File: src/rtl/ks_pkg.sv
// Shared definitions for the multi-word Kogge-Stone adder: FSM state encoding
// and helpers that size the chunk counter.
package ks_pkg;

  typedef enum logic [1:0] {
    ST_IDLE = 2'd0,
    ST_RUN  = 2'd1,
    ST_DONE = 2'd2
  } state_t;

  localparam int DEF_WIDTH = 32;
  localparam int DEF_CHUNK = 8;

  function automatic int nchunk_f(input int width, input int chunk);
    return width / chunk;
  endfunction

  // A single-chunk build still needs a one-bit counter.
  function automatic int cnt_w_f(input int n);
    return (n > 1) ? $clog2(n) : 1;
  endfunction

endpackage

File: src/rtl/ks_prefix_adder.sv
// CHUNK-bit combinational Kogge-Stone adder with carry-in and carry-out.
// The carry-in is folded into bit 0's generate so the prefix tree yields true carries.
module ks_prefix_adder #(
  parameter int CHUNK = 8
) (
  input  logic [CHUNK-1:0] a,
  input  logic [CHUNK-1:0] b,
  input  logic             ci,
  output logic [CHUNK-1:0] s,
  output logic             co
);

  localparam int LEVELS = (CHUNK > 1) ? $clog2(CHUNK) : 0;

  logic [CHUNK-1:0] p_s;
  logic [CHUNK-1:0] g_s;
  logic [CHUNK-1:0] pv_s;
  logic [CHUNK-1:0] gn_s;
  logic [CHUNK-1:0] pn_s;

  // Prefix tree: each level combines (g,p) pairs at distance 2^level.
  always_comb begin
    p_s  = a ^ b;
    g_s  = (a & b) | CHUNK'(p_s[0] & ci);
    pv_s = p_s;
    gn_s = g_s;
    pn_s = pv_s;
    for (int l = 0; l < LEVELS; l++) begin
      gn_s = g_s;
      pn_s = pv_s;
      for (int i = 0; i < CHUNK; i++) begin
        if (i >= (1 << l)) begin
          gn_s[i] = g_s[i] | (pv_s[i] & g_s[i-(1<<l)]);
          pn_s[i] = pv_s[i] & pv_s[i-(1<<l)];
        end else begin
          gn_s[i] = g_s[i];
          pn_s[i] = pv_s[i];
        end
      end
      g_s  = gn_s;
      pv_s = pn_s;
    end
    s  = p_s ^ ((g_s << 1) | CHUNK'(ci));
    co = g_s[CHUNK-1];
  end

endmodule

File: src/rtl/ks_multiword_adder.sv
// Sequential WIDTH-bit adder/subtractor processing CHUNK bits per cycle, LSB first.
// Define KSA_SUB_EN to enable subtraction via the sub input.
module ks_multiword_adder
  import ks_pkg::*;
#(
  parameter int WIDTH = DEF_WIDTH,
  parameter int CHUNK = DEF_CHUNK
) (
  input  logic             clk,
  input  logic             rst_n,
  input  logic             in_valid,
  output logic             in_ready,
  input  logic [WIDTH-1:0] a,
  input  logic [WIDTH-1:0] b,
  input  logic             ci,
  input  logic             sub,
  output logic             out_valid,
  input  logic             out_ready,
  output logic [WIDTH-1:0] sum,
  output logic             co
);

  localparam int NCHUNK = nchunk_f(WIDTH, CHUNK);
  localparam int CW     = cnt_w_f(NCHUNK);

  state_t           state_r;
  logic [CW-1:0]    cnt_r;
  logic [WIDTH-1:0] a_r;
  logic [WIDTH-1:0] b_r;
  logic             carry_r;
  logic [WIDTH-1:0] sum_r;
  logic             co_r;
  logic             out_valid_r;
  logic             in_ready_r;

  logic [WIDTH-1:0] b_lat_s;
  logic             cin_lat_s;
  logic [CHUNK-1:0] chunk_sum_s;
  logic             chunk_co_s;
  logic [WIDTH-1:0] sum_nxt_s;
  logic [WIDTH-1:0] ins_s;

`ifdef KSA_SUB_EN
  // Subtraction as a + ~b + 1; co then reads as "no borrow".
  always_comb begin
    b_lat_s   = b ^ {WIDTH{sub}};
    cin_lat_s = sub ? 1'b1 : ci;
  end
`else
  logic unused_sub_s;
  assign unused_sub_s = sub;

  // Add-only build: operands pass straight through.
  always_comb begin
    b_lat_s   = b;
    cin_lat_s = ci;
  end
`endif

  ks_prefix_adder #(.CHUNK(CHUNK)) u_prefix (
    .a  (a_r[CHUNK-1:0]),
    .b  (b_r[CHUNK-1:0]),
    .ci (carry_r),
    .s  (chunk_sum_s),
    .co (chunk_co_s)
  );

  // New chunk results enter at the top of sum and shift down; after NCHUNK steps
  // chunk 0 has reached the bottom.
  always_comb begin
    ins_s                    = '0;
    ins_s[WIDTH-1 -: CHUNK]  = chunk_sum_s;
    sum_nxt_s                = (sum_r >> CHUNK) | ins_s;
  end

  // Control FSM and datapath registers.
  always_ff @(posedge clk or negedge rst_n) begin
    if (!rst_n) begin
      state_r     <= ST_IDLE;
      cnt_r       <= '0;
      a_r         <= '0;
      b_r         <= '0;
      carry_r     <= 1'b0;
      sum_r       <= '0;
      co_r        <= 1'b0;
      out_valid_r <= 1'b0;
      in_ready_r  <= 1'b1;
    end else begin
      case (state_r)
        ST_IDLE: begin
          if (in_valid) begin
            a_r        <= a;
            b_r        <= b_lat_s;
            carry_r    <= cin_lat_s;
            cnt_r      <= '0;
            in_ready_r <= 1'b0;
            state_r    <= ST_RUN;
          end
        end
        ST_RUN: begin
          a_r     <= a_r >> CHUNK;
          b_r     <= b_r >> CHUNK;
          sum_r   <= sum_nxt_s;
          carry_r <= chunk_co_s;
          cnt_r   <= cnt_r + CW'(1);
          if (cnt_r == CW'(NCHUNK - 1)) begin
            co_r        <= chunk_co_s;
            out_valid_r <= 1'b1;
            state_r     <= ST_DONE;
          end
        end
        ST_DONE: begin
          if (out_ready) begin
            out_valid_r <= 1'b0;
            in_ready_r  <= 1'b1;
            state_r     <= ST_IDLE;
          end
        end
        default: begin
          out_valid_r <= 1'b0;
          in_ready_r  <= 1'b1;
          state_r     <= ST_IDLE;
        end
      endcase
    end
  end

  assign in_ready  = in_ready_r;
  assign out_valid = out_valid_r;
  assign sum       = sum_r;
  assign co        = co_r;

endmodule

File: config.mk
export PLATFORM = sky130hd
export DESIGN_NAME = ks_multiword_adder
export DESIGN_NICKNAME = d
export VERILOG_FILES = /design/src/rtl/ks_pkg.sv /design/src/rtl/ks_prefix_adder.sv /design/src/rtl/ks_multiword_adder.sv
export SDC_FILE = /design/constraint.sdc
export NUM_CORES = 1
export LEC_CHECK = 0
export BUFFER_PORTS_ARGS = -buffer_cell sky130_fd_sc_hd__buf_4
export CORE_ASPECT_RATIO = 1.25
export CORE_UTILIZATION = 45
export CTS_BUF_LIST = sky130_fd_sc_hd__clkbuf_4
export CTS_CLUSTER_SIZE = 40
export DETAILED_ROUTE_END_ITERATION = 6
export PLACE_DENSITY = 0.75
export SYNTH_ARGS = -nofsm -noshare
export SYNTH_HDL_FRONTEND = slang
export SYNTH_SLANG_ARGS = --single-unit
File: constraint.sdc
create_clock -name clk -period 4.8 [get_ports clk]
set_input_delay 1.2 -clock clk [delete_from_list [all_inputs] [get_ports clk]]
set_output_delay 1.2 -clock clk [all_outputs]
set_load 0.02 [all_outputs]
======== Word-level counts from Yosys, hierarchy flattened ========
Cells that the tools add are included.
storage, ports and cells
  register bits after elaboration ......... 104
  latch bits .............................. 0
  bits in writable memories ............... 0
  ROM bits ................................ 0
  bits of input ports ..................... 70
  output and inout bits ................... 35
  word-level logic and storage cells ...... 94
  memories ................................ 0
cells by class
  $add $sub $neg .......................... 1
  multipliers ............................. 0
  divide/modulo/power cells ............... 0
  $lt $le $gt $ge ......................... 0
  equal/unequal tests ..................... 6
  shift-type cells ........................ 0
  muxes and demuxes ....................... 18
  bitwise gates (word level) .............. 53
  reduce and logical (&&, ||, !) cells .... 7
operators by type and width
  kind                                                             number
  32-bit one-hot mux with 2 select lines                           2
  32-bit 2-to-1 mux                                                2
  24-bit by 32-bit OR with 32-bit output                           1
  1-bit bitwise AND                                                28
  1-bit OR                                                         17
  8-bit bitwise XOR                                                2
  3-bit AND reduction                                              3
  8-bit bitwise AND                                                1
  2-bit 2-to-1 mux                                                 4
  8-bit by 1-bit OR with 8-bit output                              1
  8-bit OR                                                         1
  2-bit != test, second input constant                             3
  1-bit one-hot mux with 3 select lines                            2
  2-bit one-hot mux with 3 select lines                            1
  1-bit 2-to-1 mux                                                 5
  2-bit == test, second input constant                             2
  2-bit one-hot mux with 2 select lines                            1
  2-bit AND reduction                                              2
  2-bit by 1-bit adder with 2-bit output, second input constant    1
  2-bit by 1-bit == test with 1-bit output, second input constant  1
  2-bit zero test                                                  1
  1-bit NOT                                                        2
  1-bit one-hot mux with 2 select lines                            1
  2-bit nonzero test                                               1

======== Longest topological paths before layout ========
  depth after elaboration ................. 11
  gate-level depth with buffers ........... 7

======== Hierarchy ========
A second synthesis with hierarchy kept.
unflattened totals
  cell total of the unflattened synthesis .. 460
  area total of the unflattened synthesis .. 4571.9 um2
by module, submodules not included
  module              instances  cells an instance  area an instance (um2)
  ks_multiword_adder  1          425                4282.9
  ks_prefix_adder     1          35                 289.0

======== Least setup slack after synthesis ========
No wires, ideal clock.
  path type ............................... input to register
  start ................................... input in_valid
  end ..................................... register a_r[0]
  library setup time ...................... 0.083 ns
  arrival time ............................ 1.920 ns
  slack ................................... 2.797 ns
  cell stages on the path ................. 5
  cells stage by stage .................... o21bai_1 buf_2 buf_2 nand2_1 o21ai_0
on the way
  word-level cells in the longest chain between the ends .. 2
RTL lines
  item                           RTL line                   RTL
  from (decl)                    ks_multiword_adder.sv:11   input logic in_valid,
  2-bit != test (no line)        n/a
  2-bit AND reduction (no line)  n/a
  to (signal assigned)           ks_multiword_adder.sv:101  a_r <= a_r >> CHUNK;
  to (decl)                      ks_multiword_adder.sv:28   logic [WIDTH-1:0] a_r;
Every way passes these cells.
A chain may end at the register's enable or synchronous reset.

======== Worst setup path after layout ========
Ends and elaborated chain as after synthesis.

==> key figures <==
STA
  – Fmax: a little over 400 MHz
  – Final Cycle Share: 0.509
  – TNS Setup: 0 ps
  – Worst Max-Slew Pin Slew: 1160 ps
  – Setup WS post-layout: 2350 ps
  – Setup violations, final: 0
  – Slew Limit Fails: 0
  – Final Hold Viols: 0
  – Clk_skew: 21.4 ps
  – Hold WS: slightly below 500 ps
  – Max-slew headroom: 0.220
  – RSZ-0062 raised after global routing: no
  – Fin crit period: 2450 ps

Route
  – DRT Pass-1 Iters: 4
  – Starting DRT DRC Count: 108
  – Post-route DRC: 0
  – Vias per cell: 5.35
  – Mean routed wirelength per cell: roughly 14 um
  – Routed via count: roughly 3700
  – Antenna-violating nets left: 0
  – Routed WL: between 10 and 15 mm

Power
  – Gate power share: 0.434
  – Sequential power share: 0.437
  – NetSw: 1.50 mW
  – Leakage: ~2.8 nW
  – Internal power: 2.05 mW
  – Tot Pwr: 3.54 mW
  – Sw frac: 0.423
  – Clk pwr share: 0.129
  – Pwr per Cell Area: 626 nW/um2
  – Peak supply drop: 0.279 mV

Critical path
  – Crit path buf inv count: 1
  – Worst Path Arrival: around 2800 ps
  – Delay-heaviest family, CP: simple AND/OR/NAND/NOR gates
  – CP startpoint kind: input port
  – WS Path Type: input port to register
  – Worst endpoint required time: 5180 ps
  – Max incr delay on CP: 970 ps
  – Crit. End Element: register
  – Worst path cell trace: buf_4 -> nor2b_2 -> a22oi_1 -> o21ai_0
  – Crit path max fanout: 29
  – Max stage delay cell, worst path: nor2b_2

Synth
  – Synthesis Warnings: 0
  – Adder-cell share of the synthesized area: 0.0298
  – Register area share after synthesis: 0.554
  – Simple-Gate Fraction of Synth Area: 0.176
  – Mux cell area share after synthesis: 0
  – Post-synth EDFFs: 0
  – XOR/XNOR Fraction of Synth Area: 0.00373
  – Top_reg_cell synth: dfrtp_1
  – Largest family of logic cells by synthesized area: compound AO/OA/AOI/OAI gates
  – Syn_area_per_cell: ~9.8 um2
  – Synth Cell Area: 4700 um2
  – Top cells by area, synth: dfrtp_1, nand2_1, o21ai_0
  – Synthesized net count: 560
  – Synth Area in Compound Gates: 0.196
  – Asr flop ratio synth: 1.00
  – Synth unique cells: 41
  – Post-synth top area cell: dfrtp_1
  – Synth top area share: 0.549
  – Post-synthesis cell count: 480
  – #FFs+latches synth: 104

Flow run
  – Number of max-cap violations: 0

Outcome
  – Status: complete, no violations

CTS
  – Clock buffer depth: 2
  – Root buf cell: clkbuf_4
  – CTS clock-pin slew for the worst setup and hold paths: about 150 ps
  – Worst skew pair latency: between 400 and 500 ps
  – CTS Hold Buffers Added: 0
  – Total CTS buffers: 9
  – Gates resized, CTS repair: 0
  – H-Tree Level Count: 3
  – CTS Sinks: 104
  – CTS tree: done
  – # Post-CTS Setup Buffers: 0

Global route
  – Gr usage total: 0.195
  – First-pass GRT wire length: between 15 and 20 mm
  – Initial antenna violation count: 0
  – Grt ovf: 0
  – Largest net degree at the start of global routing: 83
  – Vias in the first global route: 3600

Die
  – Initial core utilization: 0.465
  – Die Wd: around 93 um
  – Die Y: roughly 120 um
  – Core Box Area: 10100 um2
  – Die area: 10800 um2
  – Row count: 41
  – Ports: approximately 110

Worst hold path
  – Worst hold path class: register to register

Layout
  – Number of fill cells: 903
  – Ant diodes: 0
  – Area growth, synth to finish: 20.7%
  – Reg area: 2610 um2
  – Multi-input gate area: 1920 um2
  – Total Nets Final: 643
  – Fraction of layout cells with a size suffix above 1: 0.232

Placement
  – Port buffer count: ~100
  – Hpwl dp: 6.79 mm
  – Final Wtd Congestion: between 0.7 and 0.8
  – DP Worst Slack: 1870 ps
[stage by stage]
stage,utilization,cells,cell area [um2]
4_1_cts,0.561,697,5670
3_3_place_gp,0.546,681,5520
2_1_floorplan,-,480,4700
5_1_grt,0.561,697,5670
3_5_place_dp,0.546,681,5520
6_report,0.561,697,5670
[worst paths after layout]
kind | slack, ps | to | startpoint | cells past startpoint
max | 2350 | a_r[0] | in_valid | 4
max reg2reg | 2450 | b_r[26] | state_r[0] | 4
max in group asynchronous | 2990 | sum[16] | rst_n | 2
min in group asynchronous | 880 | sum[29] | rst_n | 1
min reg2reg | 500 | sum[2] | sum[2] | 2
min | 500 | sum[2] | sum[2] | 2
[layer usage]
metal / part of all wire / global-route usage / vias to the layer above / wire length, um
met4: 0.024 / 0.0872 / 0 / 238
met1: 0.46 / 0.253 / 1761 / 4570
met5: 0 / 0 / - / 0
met3: 0.059 / 0.0436 / 16 / 588
met2: 0.46 / 0.315 / 101 / 4640
li1: - / - / 1854 / -
[tightest hold or removal path, cell delays in order, from the launching register on]
cell and delay, ps:
dfrtp_1 370, nand2_1 50, nand2_1 50
[cell families after synthesis]
group           after synthesis
flops                       104
fa+ha+maj                    10
simple gates                177
xor+xnor                      2
compound gates              145
buf+inv                      42
[layout make-up]
| cell class | instances | area share |
|---|---|---|
| multi-input combinational | 334 | 0.339 |
| timing repair buffer | 109 | 0.144 |
| clock buffer | 10 | 0.0133 |
| clock inverter | 6 | 0.0119 |
| inverter | 5 | 0.00331 |
| sequential | 104 | 0.460 |
| tap | 129 | 0.0285 |
[flip-flops by register name, indices dropped and copies added (netlist names)]
signal     cells
out_valid      1
b_r           32
in_ready       1
a_r           32
cnt_r          2
state_r        2
carry_r        1
sum           32
co             1
[cell usage in the layout, fill, tap and decap left out, types with 2 or more instances in the layout]
cell type and instances:
nand4_1 2, clkbuf_4 10, nor2b_1 2, buf_4 109, nand2_1 132, ha_1 8, nand2b_1 2, a21oi_1 25
a22o_1 18, o21ai_0 55, and3b_1 19, nor2b_2 2, a211oi_1 6, nor2_1 3, dfrtp_1 102, fa_1 2
clkinvlp_4 2, a31oi_1 2, inv_1 5, a22oi_1 29, nand3_1 5, nor4b_1 3
[synth_stat cells, drive strengths merged (2+ instances only)]
cell type,number
a31oi,2
dfrtp,103
nand2b,2
inv,5
nand3,5
a21oi,25
clkbuf,13
ha,8
nand2,132
buf,24
a22oi,29
a22o,18
nor2b,4
a211oi,6
nand4,2
and3b,19
nor2,3
o21ai,56
fa,2
nor4b,3
[power by group through the flow]
| stage | clock, mW | combinational [mW] | sequential [mW] |
|---|---|---|---|
| after global placement | 0 | 1.50 | 1.55 |
| final | 0.459 | 1.54 | 1.55 |
| after CTS | 0.470 | 1.55 | 1.55 |
| after detailed placement | 0 | 1.55 | 1.57 |
| after floorplan | 0 | 1.00 | 1.59 |
| after global routing | 0.508 | 1.74 | 1.60 |
(Power assumes the default switching activity.)
